<file path="config.mk">
export PLATFORM = sky130hd
export DESIGN_NAME = miriscv_lsu_ctrl
export DESIGN_NICKNAME = d
export VERILOG_FILES = /design/src/rtl/miriscv_lsu_ctrl.sv
export SDC_FILE = /design/constraint.sdc
export NUM_CORES = 1
export LEC_CHECK = 0
export ABC_CLOCK_PERIOD_IN_PS = 4250
export BUFFER_PORTS_ARGS = -buffer_cell sky130_fd_sc_hd__buf_2
export CORE_MARGIN = 8
export CORE_UTILIZATION = 49
export CTS_BUF_LIST = sky130_fd_sc_hd__clkbuf_16
export CTS_CLUSTER_DIAMETER = 30
export DETAILED_ROUTE_END_ITERATION = 16
export PLACE_DENSITY_LB_ADDON = 0.2
export SLEW_MARGIN = 20
export SYNTH_ARGS = -nofsm -noshare
export SYNTH_HDL_FRONTEND = slang
export SYNTH_SLANG_ARGS = --single-unit
</file>
<file path="constraint.sdc">
create_clock -name clk_i -period 4.25 [get_ports clk_i]
set_clock_uncertainty 0.2 [all_clocks]
set_input_delay 0.425 -clock clk_i [delete_from_list [all_inputs] [get_ports clk_i]]
set_output_delay 0.425 -clock clk_i [all_outputs]
set_load 0.02 [all_outputs]
</file>
<file path="src/rtl/miriscv_lsu_ctrl.sv">
// Load-store controller: sequences one outstanding data-memory access, stalls the core while it
// is in flight, lays out store lanes and extends load data.
module miriscv_lsu_ctrl #(
  parameter int unsigned TIMEOUT_CYCLES = 16
) (
  input  logic        clk_i,
  input  logic        rst_i,
  input  logic        lsu_req_i,
  input  logic        lsu_we_i,
  input  logic [2:0]  lsu_size_i,
  input  logic [31:0] lsu_addr_i,
  input  logic [31:0] lsu_data_i,
  output logic        lsu_stall_req_o,
  output logic [31:0] lsu_data_o,
  output logic        lsu_misalign_o,
  output logic        lsu_fault_o,
  output logic        data_req_o,
  output logic        data_we_o,
  output logic [3:0]  data_be_o,
  output logic [31:0] data_addr_o,
  output logic [31:0] data_wdata_o,
  input  logic [31:0] data_rdata_i,
  input  logic        data_ack_i
);

  localparam logic [2:0] LdstB  = 3'd0;
  localparam logic [2:0] LdstH  = 3'd1;
  localparam logic [2:0] LdstW  = 3'd2;
  localparam logic [2:0] LdstBu = 3'd4;
  localparam logic [2:0] LdstHu = 3'd5;
  localparam int unsigned CntW  = $clog2(TIMEOUT_CYCLES);

  typedef enum logic [1:0] {StIdle, StWait, StDone} state_e;

  state_e          state_q, state_d;
  logic [CntW-1:0] cnt_q, cnt_d;
  logic [2:0]      size_q, size_d;
  logic [1:0]      lane_q, lane_d;
  logic            req_d, we_d, fault_d;
  logic [3:0]      be_d, be_new;
  logic [31:0]     addr_d, wdata_d, data_d, wdata_new, rdata_sh, load_ext;
  logic            bad_access, go, timeout;

  always_comb begin
    case (lsu_size_i)
      LdstB, LdstBu: bad_access = 1'b0;
      LdstH, LdstHu: bad_access = lsu_addr_i[0];
      LdstW:         bad_access = |lsu_addr_i[1:0];
      default:       bad_access = 1'b1;
    endcase
  end

  assign lsu_misalign_o = lsu_req_i & bad_access;
  assign go             = lsu_req_i & ~bad_access;
  assign timeout        = (cnt_q == CntW'(TIMEOUT_CYCLES - 1));

  always_comb begin
    case (lsu_size_i)
      LdstB, LdstBu: begin
        be_new    = 4'b0001 << lsu_addr_i[1:0];
        wdata_new = {4{lsu_data_i[7:0]}};
      end
      LdstH, LdstHu: begin
        be_new    = 4'b0011 << lsu_addr_i[1:0];
        wdata_new = {2{lsu_data_i[15:0]}};
      end
      default: begin
        be_new    = 4'b1111;
        wdata_new = lsu_data_i;
      end
    endcase
  end

  // Shift the addressed lane down to bit 0 before extension.
  assign rdata_sh = data_rdata_i >> {lane_q, 3'b000};

  always_comb begin
    case (size_q)
      LdstB:   load_ext = {{24{rdata_sh[7]}}, rdata_sh[7:0]};
      LdstBu:  load_ext = {24'b0, rdata_sh[7:0]};
      LdstH:   load_ext = {{16{rdata_sh[15]}}, rdata_sh[15:0]};
      LdstHu:  load_ext = {16'b0, rdata_sh[15:0]};
      default: load_ext = data_rdata_i;
    endcase
  end

  always_ff @(posedge clk_i or posedge rst_i) begin
    if (rst_i) begin
      state_q <= StIdle;
    end else begin
      state_q <= state_d;
    end
  end

  always_comb begin
    state_d = state_q;
    case (state_q)
      StIdle:  if (go) state_d = StWait;
      StWait:  if (data_ack_i || timeout) state_d = StDone;
      StDone:  state_d = StIdle;
      default: state_d = StIdle;
    endcase
  end

  always_comb begin
    lsu_stall_req_o = 1'b0;
    cnt_d   = cnt_q;
    size_d  = size_q;
    lane_d  = lane_q;
    req_d   = data_req_o;
    we_d    = data_we_o;
    be_d    = data_be_o;
    addr_d  = data_addr_o;
    wdata_d = data_wdata_o;
    data_d  = lsu_data_o;
    fault_d = lsu_fault_o;
    case (state_q)
      StIdle: begin
        lsu_stall_req_o = go;
        if (go) begin
          req_d   = 1'b1;
          we_d    = lsu_we_i;
          be_d    = be_new;
          addr_d  = {lsu_addr_i[31:2], 2'b00};
          wdata_d = wdata_new;
          size_d  = lsu_size_i;
          lane_d  = lsu_addr_i[1:0];
          cnt_d   = '0;
        end
      end
      StWait: begin
        lsu_stall_req_o = 1'b1;
        if (data_ack_i) begin
          req_d  = 1'b0;
          data_d = data_we_o ? 32'b0 : load_ext;
        end else if (timeout) begin
          req_d   = 1'b0;
          data_d  = 32'b0;
          fault_d = 1'b1;
        end else begin
          cnt_d = cnt_q + CntW'(1);
        end
      end
      StDone:  fault_d = 1'b0;
      default: ;
    endcase
  end

  always_ff @(posedge clk_i or posedge rst_i) begin
    if (rst_i) begin
      cnt_q        <= '0;
      size_q       <= '0;
      lane_q       <= '0;
      data_req_o   <= 1'b0;
      data_we_o    <= 1'b0;
      data_be_o    <= '0;
      data_addr_o  <= '0;
      data_wdata_o <= '0;
      lsu_data_o   <= '0;
      lsu_fault_o  <= 1'b0;
    end else begin
      cnt_q        <= cnt_d;
      size_q       <= size_d;
      lane_q       <= lane_d;
      data_req_o   <= req_d;
      data_we_o    <= we_d;
      data_be_o    <= be_d;
      data_addr_o  <= addr_d;
      data_wdata_o <= wdata_d;
      lsu_data_o   <= data_d;
      lsu_fault_o  <= fault_d;
    end
  end

endmodule

</file>
==> metrics.md, run 1 <==
| Metric | Value |
|---|---|
| Die area | `14,080 µm²` |
| Rel. slew slack | `0.3432` |
| YS warnings | `0` |
| Fraction of registers with async set/reset | `1.000` |
| PnR worst setup slack | `1.644 ns` |
| Post-synthesis cell type count | `45` |
| Switching power | `0.001468 W` |
| Comb pwr share | `0.354` |
| Final setup fails | `0` |
| Most common cell after layout, fill and taps aside | `buf_2` |
| DPL Wire Length | `10,470 µm` |
| TritonCTS clock tree | `built` |
| Top routing layer in use | `met5` |
| H-tree levels | `3` |
| Nets | `761` |
| WL/cell | `17.27 µm` |
| Later-pin clock latency in the skew report | `0.34 ns` |
| Final Wtd Congestion | `0.7967` |
| Initial DRC Count | `324` |
| Starting Density | `0.5027` |
| Hold WC Path Type | `primary input to async pin` |
| Sequential share of power | `0.413` |
| Die Ht | `118.7 µm` |
| Largest fanout on the critical path | `16` |
| VDD IR max | `306.0 µV` |
| Crit path required time | `4.27 ns` |
| Min Tclk post-route | `2.606 ns` |
| Worst-case clock buffer depth | `2` |
| Worst path slowest cell | `dfrtp_1` |
| Slew Limit Fails | `0` |
| Final wirelength | `13,750 µm` |
| Root Driver | `clkbuf_16` |
| CP peak stage delay | `0.85 ns` |
| WP buf/inv | `0` |
| Die W | `118.7 µm` |
| Core ar. | `10,280 µm²` |
| CTS hold repair buffers | `0` |
| EDFF count, synth | `0` |
| WL met3 | `1234 µm` |
| Largest net degree at the start of global routing | `78` |
| Setup CP Type | `flip-flop to flip-flop` |
| Seq/Total Area, Yosys | `0.5425` |
| Max cap viols | `0` |
| Post-synth top area share | `0.5425` |
| Most frequent cells in the layout | `buf_2, dfrtp_1, nand2_1` |
| RSZ-0062 raised after global routing | `false` |
| Ys flop type | `dfrtp_1` |
| Final Cycle Share | `0.6131` |
| Post-CTS Setup Inserts | `0` |
| Share of cells above drive strength 1 | `0.3530` |
| Clock Power Share | `0.233` |
| Sw Share | `0.3672` |
| Drt pass-1 iters | `5` |
| Internal power | `0.002531 W` |
| Clock transition at path regs | `0.07 ns` |
| Overall global routing resource usage | `0.1961` |
| Max Clock Freq | `0.3838 GHz` |
| First-pass GRT wire length | `22,890 µm` |
| Avg Synthesized Cell Area | `11.13 µm²` |
| Worst Setup Start Kind | `flip-flop` |
| Antenna viol nets, final | `0` |
| Met1 Routed Length | `5719 µm` |
| P_leak | `3.333 nW` |
| # clock sinks | `112` |
| I/O Buffers | `206` |
| Final Non-Filler Cells | `796` |
| PD cells | `607.8 nW/µm²` |
| Status | `finished clean` |
| Cells after Synth | `464` |
| Final hold vios | `0` |
| Top cell type by total area after synthesis | `dfrtp_1` |
| Synth top area cells | `dfrtp_1, mux2_1, mux2i_1, o21ai_1, nand2_1` |
| Syn Std Cell Area | `5166 µm²` |
| Area growth syn-to-layout | `27.37%` |
| Worst path cell trace | `mux2i_4 > o22ai_1 > o31a_1 > a221o_1` |
| Met2 WL | `6583 µm` |
| Vias/cell | `5.368` |
| Total congestion overflow | `0` |
| I/O pin total | `209` |
| Post-cts resize count | `0` |
| CTS Buf Count | `9` |
| DR vias | `4,273` |
| Slew @ Worst Pin | `0.9816 ns` |
| Final routed DRC violation total | `0` |
| Final TNS setup | `0 ns` |
| Pre-CTS worst setup slack | `1.503 ns` |
| ANT cells | `0` |
| Initial antenna violation count | `2` |
| Crit-path leading delay family | `compound AO/OA/AOI/OAI gates` |
| Std cell rows | `37` |
| CP arrival | `2.62 ns` |
| Crit path capture type | `flip-flop` |
| #FFs+latches synth | `112` |
| Vias in the first global route | `4,628` |
| Placed cell count | `781` |
through the flow:
step	total power (W)	area (µm²)	util	hold WS (ns)
4_1_cts	0.004045	6578	0.6400	0.08420
6_report	0.003999	6580	0.6402	0.09228
3_3_place_gp	0.003067	6251	0.6082	0.2581
2_1_floorplan	0.002557	5170	-	0.3114
5_1_grt	0.004244	6580	0.6402	0.07968
3_5_place_dp	0.003113	6251	0.6082	0.2640
layer usage:
layer	vias to the layer above	global-route usage
li1	2022	-
met1	2070	0.2362
met2	157	0.3165
met3	20	0.08377
met4	4	0.05217
met5	-	0
cell families after synthesis:
kind of cell	share of synthesized area
and+or+nand+nor	0.1104
DFF	0.5425
AOI/OAI and AO/OA	0.1356
muxes	0.1644
buffers and inverters	0.04045
xor gates and xnor gates	0.003391
adders and majority gates	0.002422
other	0.0007259
cell type report:
type                            count  area, µm²
Timing Repair Buffer              211       1069
Clock buffer                        9      225.2
Sequential cell                   112       2803
Multi-Input combinational cell    312       2172
Tap cell                          136      170.2
Clock inverter                      6      101.3
Inverter                           10      40.04
Fill cell                         890       3697
power groups by stage:
stage          clock, W  sequential (W)  combinational [W]
6_report       0.000930         0.00165            0.00142
5_1_grt        0.000992         0.00171            0.00155
3_3_place_gp          0         0.00165            0.00142
2_1_floorplan         0         0.00202           0.000539
3_5_place_dp          0         0.00167            0.00144
4_1_cts        0.000947         0.00165            0.00144
synthesized netlist by cell type (2+ instances only):
cell type / instances
mux2i_1: 32
o21ai_0: 18
inv_1: 10
nand3_1: 8
buf_4: 2
mux2_2: 2
a22oi_1: 7
a21oi_1: 19
buf_1: 3
nor3_1: 4
nand2_1: 48
o22ai_1: 4
a221o_1: 17
nor2b_1: 3
nor3b_1: 3
clkbuf_1: 13
or2_2: 2
buf_2: 8
o21ai_1: 37
buf_6: 5
nand2b_1: 9
nand3b_1: 2
and2_1: 8
nor2_1: 26
mux2_1: 43
dfrtp_1: 112
worst reg2reg max path, cell delays in order, from the launching register on:
cell and delay, ns:
dfrtp_1 0.85, mux2i_4 0.38, o22ai_1 0.18, o31a_1 0.53
a221o_1 0.35
final timing paths:
kind,slack (ns),cells past startpoint,to,from
worst max-delay path,1.64,4,lsu_data_o[17],lane_q[1]
worst min-delay path,0.09,2,data_addr_o[19],rst_i
worst max register to register,1.64,4,lsu_data_o[17],lane_q[1]
worst min register to register,0.28,2,data_req_o,data_req_o
max in group asynchronous,2.76,3,lsu_data_o[9],rst_i
min in group clk_i,0.09,2,data_addr_o[30],lsu_addr_i[30]
state kept, by name, indices dropped and copies added, names as in the netlist:
name / cells
cnt_q: 4
data_addr_o: 30
data_be_o: 4
data_req_o: 1
data_wdata_o: 32
data_we_o: 1
lane_q: 2
lsu_data_o: 32
lsu_fault_o: 1
size_q: 3
state_q: 2
Note: power is estimated with default switching activity, not from simulation.
==> run 2: changes to the inputs <==
Settings changed: ABC_CLOCK_PERIOD_IN_PS 4250 to 2450.
Clock period 4.25 ns to 2.45 ns, I/O delays scaled along.
==> run 2 against run 1 <==
Compared with the run above:
- global-route usage grew 3.2 points
- via count increased by 10%
- sequential power rose by 73%
- power is 77% higher
- clock power increased by 66%
- routed wire length rose by 16%
- first-iteration DRC count grew 11%
- critical path depth grew 2
- die area unchanged
- register-to-register slack worse by 1.3 ns
==> metrics.md, run 2 (synthesis gave the netlist of run 1 again) <==
| Metric | Value |
|---|---|
| Status | `finished clean (unchanged)` |
| TritonCTS clock tree | `built (unchanged)` |
| Final Cycle Share | `0.9606` |
| Tot Pwr | `0.007080 W (was 0.003999 W)` |
| I/O Buffers | `206 (unchanged)` |
| RSZ-0062 raised after global routing | `false (unchanged)` |
| First-pass GRT wire length | `26,410 µm (was 22,890 µm)` |
| Share of cells above drive strength 1 | `0.3197 (was 0.3530)` |
| Root Driver | `clkbuf_16 (unchanged)` |
| Setup CP Type | `primary input to output port (was flip-flop to flip-flop)` |
| Std cell rows | `37 (unchanged)` |
| Core ar. | `10,280 µm² (unchanged)` |
| CTS hold repair buffers | `86 (was 0)` |
| Drt pass-1 iters | `5 (unchanged)` |
| Internal power | `0.004419 W (was 0.002531 W)` |
| Final setup fails | `0 (unchanged)` |
| Top flop regs | `data_wdata_o: 32 flops, lsu_data_o: 32 flops, data_addr_o: 30 flops (unchanged)` |
| Post-cts resize count | `0 (unchanged)` |
| Rel. slew slack | `0.5474 (was 0.3432)` |
| Clock Power Share | `0.218 (was 0.233)` |
| Sw Share | `0.3758 (was 0.3672)` |
| Crit path required time | `2.01 ns (was 4.27 ns)` |
| Crit path capture type | `output port (was flip-flop)` |
| Max Clock Freq | `0.4249 GHz` |
| Vias in the first global route | `5,143 (was 4,628)` |
| H-tree levels | `3 (unchanged)` |
| Sequential share of power | `0.404 (was 0.413)` |
| Fillers | `725 (was 890)` |
| Initial antenna violation count | `0 (was 2)` |
| Final hold vios | `0 (unchanged)` |
| Placed cell count | `790 (was 781)` |
| Final Non-Filler Cells | `893 (was 796)` |
| Post-CTS Setup Inserts | `0 (unchanged)` |
| Reg area | `2803 µm² (unchanged)` |
| Vias/cell | `5.278 (was 5.368)` |
| I/O pin total | `209 (unchanged)` |
| P_leak | `3.743 nW (was 3.333 nW)` |
| # clock sinks | `112 (unchanged)` |
| Final wirelength | `15,880 µm (was 13,750 µm)` |
| CTS Buf Count | `9 (unchanged)` |
| Worst-case clock buffer depth | `2 (unchanged)` |
| Final Wtd Congestion | `0.8348 (was 0.7967)` |
| Nets | `857 (was 761)` |
| Area growth syn-to-layout | `46.21% (was 27.37%)` |
| DPL Wire Length | `10,920 µm (was 10,470 µm)` |
| Clock transition at path regs | `0.07 ns (about the same)` |
| Largest net degree at the start of global routing | `59 (was 78)` |
| Pre-CTS worst setup slack | `0.3582 ns (was 1.503 ns)` |
| PnR worst setup slack | `0.09664 ns (was 1.644 ns)` |
| Max cap viols | `0 (unchanged)` |
| Die Ht | `118.7 µm (unchanged)` |
| Most frequent cells in the layout | `buf_2, dfrtp_1, dlygate4sd3_1 (was buf_2, dfrtp_1, nand2_1)` |
| ANT cells | `0 (unchanged)` |
| Starting Density | `0.5027 (unchanged)` |
| Comb pwr share | `0.378 (was 0.354)` |
| Total congestion overflow | `0 (unchanged)` |
| Overall global routing resource usage | `0.2278 (was 0.1961)` |
| Largest fanout on the critical path | `3 (was 16)` |
| Switching power | `0.002660 W (was 0.001468 W)` |
| CP arrival | `1.91 ns (was 2.62 ns)` |
| Worst Setup Start Kind | `primary input (was flip-flop)` |
| Final TNS setup | `0 ns (unchanged)` |
| Antenna viol nets, final | `0 (unchanged)` |
| VDD IR max | `553.8 µV (was 306.0 µV)` |
| Hold WC Path Type | `primary input to flip-flop (was primary input to async pin)` |
| Min Tclk post-route | `2.353 ns` |
| Layout Utilization | `0.7350 (was 0.6402)` |
| Slew Limit Fails | `0 (unchanged)` |
| Final routed DRC violation total | `0 (unchanged)` |
| Area of the multi-input gates | `2170 µm² (was 2172 µm²)` |
| PD cells | `937.3 nW/µm² (was 607.8 nW/µm²)` |
| Slew @ Worst Pin | `0.6775 ns (was 0.9816 ns)` |
| WL/cell | `17.78 µm (was 17.27 µm)` |
| Later-pin clock latency in the skew report | `0.34 ns (about the same)` |
| Die area | `14,080 µm² (unchanged)` |
| Most common cell after layout, fill and taps aside | `buf_2 (unchanged)` |
| Initial DRC Count | `361 (was 324)` |
| Die W | `118.7 µm (unchanged)` |
| DR vias | `4,713 (was 4,273)` |
run 2: cell count changes in the layout (fill, tap and decap cells not counted), moves of 2 or more:
cell	before	now
dlygate4sd3_1	0	87
clkinvlp_4	0	2
buf_4	5	10
buf_12	0	4
run 2: stage by stage:
step	hold WS, ns	instance area (µm²)
after global placement	0.1635	6370
after detailed placement	0.1778	6370
final	0.01644	7553
after global routing	0.007562	7553
after floorplan	0.1417	5174
after CTS	0.006199	7543
run 2: final timing paths:
| check | slack (ns) | start | endpoint | depth (start not counted) |
|---|---|---|---|---|
| worst min-delay path | 0.02 | lsu_data_i[9] | data_wdata_o[9] | 3 |
| min in group asynchronous | 0.35 | rst_i | data_addr_o[27] | 3 |
| worst min register to register | 0.28 | lsu_data_o[6] | lsu_data_o[6] | 2 |
| worst max register to register | 0.36 | lane_q[0] | lsu_data_o[1] | 5 |
| worst max-delay path | 0.1 | lsu_size_i[2] | lsu_stall_req_o | 6 |
| max in group asynchronous | 1.05 | rst_i | data_wdata_o[20] | 4 |
run 2: layout make-up:
type | count | area share
sequential | 112 | 0.3710
multi-input combinational | 312 | 0.2872
timing repair buffer | 307 | 0.2723
clock buffer | 9 | 0.02982
tap | 136 | 0.02253
clock inverter | 7 | 0.01160
inverter | 10 | 0.005466
run 2: layer usage:
metal | GRT usage | wire [µm] | share of wire | up-vias
li1 | - | - | - | 2221
met1 | 0.2654 | 6273 | 0.40 | 2260
met2 | 0.3811 | 7852 | 0.49 | 203
met3 | 0.07853 | 1363 | 0.086 | 29
met4 | 0.08458 | 392 | 0.025 | 0
met5 | 0 | 0 | 0 | -
run 2: power by group through the flow:
stage | clock network, W | registers (W) | logic, W
finish | 0.00154 | 0.00286 | 0.00268
global route | 0.00166 | 0.00295 | 0.00290
CTS | 0.00158 | 0.00285 | 0.00269
detailed placement | 0 | 0.00287 | 0.00258
global placement | 0 | 0.00285 | 0.00251
floorplan | 0 | 0.00350 | 0.000935
run 2: worst max-delay path, stage by stage:
cell and delay (ns):
dlygate4sd3_1 0.54, buf_2 0.14, nor4_4 0.32, o21ai_1 0.14, a21oi_1 0.28, buf_2 0.24
